### config.mk
export PLATFORM = sky130hd
export DESIGN_NAME = seg_scan_decoder
export DESIGN_NICKNAME = d
export VERILOG_FILES = /design/src/rtl/seg_scan_decoder.sv
export SDC_FILE = /design/constraint.sdc
export NUM_CORES = 1
export LEC_CHECK = 0
export BUFFER_PORTS_ARGS = -buffer_cell sky130_fd_sc_hd__buf_2
export CAP_MARGIN = 20
export CELL_PAD_IN_SITES_DETAIL_PLACEMENT = 0
export CELL_PAD_IN_SITES_GLOBAL_PLACEMENT = 2
export CORE_UTILIZATION = 37
export DETAILED_ROUTE_END_ITERATION = 12
export PLACE_DENSITY = 0.78
export SLEW_MARGIN = 30
export SYNTH_ARGS = -nofsm -noshare
export SYNTH_HDL_FRONTEND = slang
export SYNTH_SLANG_ARGS = --single-unit
### constraint.sdc
create_clock -name clk -period 6.5 [get_ports clk]
set_clock_uncertainty 0.2 [all_clocks]
set_input_delay 1.3 -clock clk [delete_from_list [all_inputs] [get_ports clk]]
set_output_delay 1.3 -clock clk [all_outputs]
set_load 0.05 [all_outputs]
### src/rtl/seg_scan_decoder.sv
// seg_scan_decoder
//   Receive-side decoder for a 4-digit multiplexed 7-segment display.
//   It samples the scanned digit-select (wei) and segment (seg) lines and
//   waits until each one-hot digit has been stable for STABLE_CYC samples.
//   It then decodes the segment pattern back to a hex nibble. When all four
//   digits have been captured, it presents them as one frame together with
//   a single-cycle frame_valid strobe.
//
// Ports:
//   clk          in   system clock, rising edge
//   rst          in   asynchronous reset, active low
//   wei[3:0]     in   digit select from the display driver, bit n = digit n
//   seg[6:0]     in   segment lines {g,f,e,d,c,b,a}
//   data0..3     out  decoded digits of the last complete frame
//   frame_valid  out  one-cycle pulse when data0..3 update
//   frame_err    out  last frame held at least one undecodable pattern
//   stalled      out  no capture for TIMEOUT_CYC cycles; cleared by a capture
//   changed      out  (only with SEG_SCAN_CHANGE_EN) pulses with frame_valid
//                     when the new frame differs from the previous one
//
// Build option: define SEG_SCAN_CHANGE_EN to add the 'changed' output.
module seg_scan_decoder #(
    parameter int STABLE_CYC     = 8,
    parameter int TIMEOUT_CYC    = 65536,
    parameter bit SEG_ACTIVE_LOW = 1'b1,
    parameter bit WEI_ACTIVE_LOW = 1'b1
) (
    input  logic       clk,
    input  logic       rst,
    input  logic [3:0] wei,
    input  logic [6:0] seg,
    output logic [3:0] data0,
    output logic [3:0] data1,
    output logic [3:0] data2,
    output logic [3:0] data3,
    output logic       frame_valid,
    output logic       frame_err,
`ifdef SEG_SCAN_CHANGE_EN
    output logic       changed,
`endif
    output logic       stalled
);

    localparam int CNT_W  = $clog2(STABLE_CYC + 1);
    localparam int IDLE_W = $clog2(TIMEOUT_CYC + 1);
    localparam logic [CNT_W-1:0]  CNT_ONE   = CNT_W'(1);
    localparam logic [CNT_W-1:0]  CNT_LAST  = CNT_W'(STABLE_CYC - 1);
    localparam logic [CNT_W-1:0]  CNT_FULL  = CNT_W'(STABLE_CYC);
    localparam logic [IDLE_W-1:0] IDLE_LAST = IDLE_W'(TIMEOUT_CYC - 1);
    localparam logic [IDLE_W-1:0] IDLE_MAX  = IDLE_W'(TIMEOUT_CYC);

    typedef enum logic [1:0] {S_IDLE, S_DWELL, S_CAPTURED} state_t;

    // Returns {invalid, value}; unknown patterns decode to 0 with invalid set.
    function automatic logic [4:0] f_decode(input logic [6:0] p);
        case (p)
            7'h3F: return 5'h00;
            7'h06: return 5'h01;
            7'h5B: return 5'h02;
            7'h4F: return 5'h03;
            7'h66: return 5'h04;
            7'h6D: return 5'h05;
            7'h7D: return 5'h06;
            7'h07: return 5'h07;
            7'h7F: return 5'h08;
            7'h6F: return 5'h09;
            7'h77: return 5'h0A;
            7'h7C: return 5'h0B;
            7'h39: return 5'h0C;
            7'h5E: return 5'h0D;
            7'h79: return 5'h0E;
            7'h71: return 5'h0F;
            default: return 5'h10;
        endcase
    endfunction

    logic [3:0]        r_wei_s1, r_wei_s2;
    logic [6:0]        r_seg_s1, r_seg_s2;
    logic [10:0]       r_prev;
    state_t            r_state, w_state_nxt;
    logic [CNT_W-1:0]  r_cnt, w_cnt_nxt;
    logic [IDLE_W-1:0] r_idle;
    logic [15:0]       r_shadow;
    logic [3:0]        r_seen, r_err, w_seen_nxt, w_err_nxt;
    logic [15:0]       r_data;
    logic              r_fv, r_ferr, r_stalled;

    logic [3:0]        w_wei_n;
    logic [6:0]        w_seg_n;
    logic              w_onehot, w_same, w_capture, w_complete, w_timeout;
    logic [1:0]        w_idx;
    logic [4:0]        w_dec;

    assign w_wei_n    = WEI_ACTIVE_LOW ? ~r_wei_s2 : r_wei_s2;
    assign w_seg_n    = SEG_ACTIVE_LOW ? ~r_seg_s2 : r_seg_s2;
    assign w_onehot   = (w_wei_n != 4'd0) && ((w_wei_n & (w_wei_n - 4'd1)) == 4'd0);
    assign w_same     = ({w_wei_n, w_seg_n} == r_prev);
    assign w_dec      = f_decode(w_seg_n);
    assign w_complete = (r_seen == 4'hF);
    // A capture in the same cycle pre-empts the timeout.
    assign w_timeout  = !w_capture && (r_idle == IDLE_LAST);

    always_comb begin
        case (w_wei_n)
            4'b0010: w_idx = 2'd1;
            4'b0100: w_idx = 2'd2;
            4'b1000: w_idx = 2'd3;
            default: w_idx = 2'd0;
        endcase
    end

    // The counter holds the number of consecutive identical samples seen.
    // Reaching STABLE_CYC is the capture point.
    always_comb begin
        w_state_nxt = r_state;
        w_cnt_nxt   = r_cnt;
        w_capture   = 1'b0;
        case (r_state)
            S_IDLE: begin
                w_cnt_nxt = '0;
                if (w_onehot) begin
                    w_state_nxt = S_DWELL;
                    w_cnt_nxt   = CNT_ONE;
                end
            end
            S_DWELL: begin
                if (!w_same) begin
                    w_state_nxt = w_onehot ? S_DWELL : S_IDLE;
                    w_cnt_nxt   = w_onehot ? CNT_ONE : '0;
                end else if (r_cnt == CNT_LAST) begin
                    w_capture   = 1'b1;
                    w_state_nxt = S_CAPTURED;
                    w_cnt_nxt   = CNT_FULL;
                end else begin
                    w_cnt_nxt = r_cnt + CNT_ONE;
                end
            end
            S_CAPTURED: begin
                if (!w_same) begin
                    w_state_nxt = w_onehot ? S_DWELL : S_IDLE;
                    w_cnt_nxt   = w_onehot ? CNT_ONE : '0;
                end
            end
            default: begin
                w_state_nxt = S_IDLE;
                w_cnt_nxt   = '0;
            end
        endcase
    end

    // Frame completion and timeout both discard the slot bookkeeping. A new
    // capture is applied on top, so it is never lost.
    always_comb begin
        w_seen_nxt = r_seen;
        w_err_nxt  = r_err;
        if (w_complete || w_timeout) begin
            w_seen_nxt = 4'd0;
            w_err_nxt  = 4'd0;
        end
        if (w_capture) begin
            w_seen_nxt[w_idx] = 1'b1;
            w_err_nxt[w_idx]  = w_dec[4];
        end
    end

    always_ff @(posedge clk or negedge rst) begin
        if (!rst) begin
            r_wei_s1  <= '0;
            r_wei_s2  <= '0;
            r_seg_s1  <= '0;
            r_seg_s2  <= '0;
            r_prev    <= '0;
            r_state   <= S_IDLE;
            r_cnt     <= '0;
            r_idle    <= '0;
            r_shadow  <= '0;
            r_seen    <= '0;
            r_err     <= '0;
            r_data    <= '0;
            r_fv      <= 1'b0;
            r_ferr    <= 1'b0;
            r_stalled <= 1'b0;
        end else begin
            r_wei_s1 <= wei;
            r_wei_s2 <= r_wei_s1;
            r_seg_s1 <= seg;
            r_seg_s2 <= r_seg_s1;
            r_prev   <= {w_wei_n, w_seg_n};
            r_state  <= w_state_nxt;
            r_cnt    <= w_cnt_nxt;
            r_seen   <= w_seen_nxt;
            r_err    <= w_err_nxt;
            if (w_capture) begin
                r_shadow[{w_idx, 2'b00} +: 4] <= w_dec[3:0];
            end
            if (w_capture) begin
                r_idle <= '0;
            end else if (r_idle != IDLE_MAX) begin
                r_idle <= r_idle + 1'b1;
            end
            if (w_capture) begin
                r_stalled <= 1'b0;
            end else if (w_timeout) begin
                r_stalled <= 1'b1;
            end
            r_fv <= w_complete;
            if (w_complete) begin
                r_data <= r_shadow;
                r_ferr <= |r_err;
            end
        end
    end

`ifdef SEG_SCAN_CHANGE_EN
    logic r_changed;
    // r_data resets to 0, so the first frame is compared against zero.
    always_ff @(posedge clk or negedge rst) begin
        if (!rst) begin
            r_changed <= 1'b0;
        end else begin
            r_changed <= w_complete && (r_shadow != r_data);
        end
    end
    assign changed = r_changed;
`endif

    assign data0       = r_data[3:0];
    assign data1       = r_data[7:4];
    assign data2       = r_data[11:8];
    assign data3       = r_data[15:12];
    assign frame_valid = r_fv;
    assign frame_err   = r_ferr;
    assign stalled     = r_stalled;

endmodule

==> results.cfg <==
[synthesis]
ys_ff_latch = 99
ys.flop_type = dfrtp_1
synthCells = 416
synth_nets = 440
synth_edf_count = 0
yosysSeqAreaShare_pct = 55.3
avgSynthCellArea_um2 = 10.8
yosysUniqueCellTypes = 56
synthArstFlopShare_pct = 100
yosysWarningCount = 0
syn_area_um2 = 4480

[setup_path]
worstSetupPathType = flip-flop to flip-flop
cp-start-kind = flip-flop
crit_arrival_ps = 2740
cp_max_fo = 41
cp.required_ps = 6570
cp-end-kind = flip-flop

[run_status]
violations = design-rule violations
status = complete, but fails checks

[clocking]
cts.clk_slew.worst_paths_ps = 60
cts_tree = done
clkSinkCount = 99
cts_hold_buffers = 0
numCtsBuffers = 9
cts_setup_buffers = 0
ctsResizeCount = 0
htreeDepth = 3
ctsRootBufferMaster = clkbuf_16
clk_path_buf_depth = 2
insertion_delay_ps = 350

[power_and_ir_drop]
p_sw_share_pct = 21.9
clkPwrFrac_pct = 43.6
power_switching_uw = 270
p_int_uw = 963
comb_power_share_pct = 4.4
powerDensity_nw_per_um2 = 245
ir_worst_vdd_v = 0.000113
p_leak_uw = 0.00249
seqPwrFrac_pct = 52.1

[placed_design]
gp_congestion = 0.785
io_buffers = 31
placed_cells = 575
hpwl_um = 5790

[drt]
drcViolationCount = 4
drt_iter0_drc = 131
wl_per_cell_um = 14.3
firstDrtPassIters = 8
ant_nets = 0
vias = 2997
viasPerCell = 5.08
drt_wl_total_um = 8450

[worst_hold_path]
hp-class = flip-flop to flip-flop

[timing]
tns_ps = 0
period_needed_ps = 2670
rsz0062_at_grt = no
slew_violations = 0
tightest_slew_ps = 727
hold_viol = 0
setup_viol = 0
finalCritPeriodShare_pct = 41.1
hold-worst-slack_ps = 146
fmax_mhz = 375
maxSlewHeadroom_pct = 51.1

[floorplan]
start_util_pct = 38.6
die_x_um = 112
die-area_um2 = 12600
ios = 32
die_y_um = 112
rows = 39
core-area_um2 = 11600

[finish]
n_antenna_cell = 0
fillers = 1127
drive_gt1_share_pct = 14.3
fin_cells = 590
area_growth_pct = 12.3
finalNetCount = 467

[global_routing]
grt_pass1_vias = 2954
grt_pass1_wl_um = 14800
grt-ovfl-total = 0
antenna_found_initial = 0
grtUsageTotal_pct = 15.2
grt_max_degree = 56

[run]
maxCapViolations = 0
[cell type report]
type / instances / area, um2 / area share [%]
clock buffer: 13 / 260 / 5.17
clock inverter: 2 / 35.0 / 0.696
inverter: 21 / 78.8 / 1.57
multi-input combinational: 278 / 1820 / 36.2
sequential: 99 / 2480 / 49.2
tap: 143 / 179 / 3.55
timing repair buffer: 34 / 180 / 3.58
[cell usage after synthesis (all sizes together) (2+ instances only)]
cell	number	area share (%)
dfrtp	99	55
nand2	63	5.4
nor2	27	2.3
inv	21	1.8
xor2	21	4.1
o21ai	18	2.0
nand4	15	2.2
nand3	14	1.7
ha	11	3.1
a21bo	10	2.2
a21oi	9	1.0
buf	9	1.5
clkbuf	9	0.81
xnor2	8	1.6
nor3	7	0.78
nor4	7	1.8
and4	5	0.98
a21o	4	0.67
a22o	4	0.78
and3	4	0.56
mux2	4	1.0
nand2b	4	0.56
o22ai	4	0.56
or3	4	0.56
a22oi	3	0.50
nor4b	3	0.59
o32a	3	0.67
a211oi	2	0.33
a2bb2oi	2	0.39
and3b	2	0.39
nor2b	2	0.28
nor3b	2	0.33
nor4bb	2	0.45
o22a	2	0.39
[stage by stage]
step	setup WS [ps]	power, uW	cell area, um2	utilization [%]
final	3830	1230	5030	43.4
after floorplan	4400	683	4480	-
after CTS	3830	1250	5030	43.4
after global routing	3640	1290	5030	43.4
after global placement	3810	707	4740	40.8
after detailed placement	3790	708	4740	40.8
[state kept, by name (all words and copies together), names as in the netlist]
register and flops:
r_idle 17, r_seg_s1 7, r_data 16, r_seg_s2 7, r_shadow 16, r_prev 11, r_seen 4, r_cnt 4
r_state 2, r_err 4, r_wei_s1 4, r_wei_s2 4, frame_err 1, stalled 1, frame_valid 1
[power groups by stage]
stage	clock [uW]	sequential, uW	combinational [uW]
after global routing	581	643	62.0
after CTS	552	642	55.3
final	537	642	53.7
after global placement	0	653	54.0
after detailed placement	0	653	55.1
after floorplan	0	644	38.5
[routing by layer]
| metal | GRT usage, % | routed length, um | vias to the layer above |
|---|---|---|---|
| li1 | - | - | 1494 |
| met1 | 21.1 | 4280 | 1458 |
| met2 | 22.7 | 3800 | 31 |
| met3 | 3.08 | 194 | 14 |
| met4 | 7.47 | 185 | 0 |
| met5 | 0 | 0 | - |
[path summary, 6_finish.rpt]
path / from / endpoint / slack [ps] / depth (start not counted)
worst max-delay path: r_seg_s2[3] / r_err[2] / 3830 / 6
max in group asynchronous: rst / r_err[0] / 4270 / 2
worst min register to register: r_seg_s1[2] / r_seg_s2[2] / 150 / 0
worst max register to register: r_seg_s2[3] / r_err[2] / 3830 / 6
min in group asynchronous: rst / r_shadow[0] / 740 / 1
worst min-delay path: r_seg_s1[2] / r_seg_s2[2] / 150 / 0
[cells by family after synthesis]
kind of cell             after synthesis  share of synthesized area, %
AO/OA/AOI/OAI                         68                          11.1
XOR/XNOR                              29                          5.67
adder cells (fa/ha/maj)               12                          3.29
buffers and inverters                 39                          4.05
flip-flops                            99                          55.3
multiplexers                           5                          1.23
AND/OR/NAND/NOR                      164                          19.5
[critical path: stages, from the launching register on]
cell	delay [ps]
dfrtp_1	620
xor2_1	220
nand4_2	260
nor4_4	310
buf_4	420
mux2_2	390
o22ai_1	150
[placed cells by master (no fill, tap or decap), drive strengths merged, types with 8 or more instances in the layout]
master,synthesis,layout
nor2,27,27
xnor2,8,8
nand2,63,63
clkbuf,9,13
xor2,21,21
buf,9,34
a21bo,10,10
dfrtp,99,99
inv,21,21
ha,11,11
o21ai,18,18
nand3,14,14
a21oi,9,9
nand4,15,15
No activity file was read; power rests on OpenSTA's default activity.
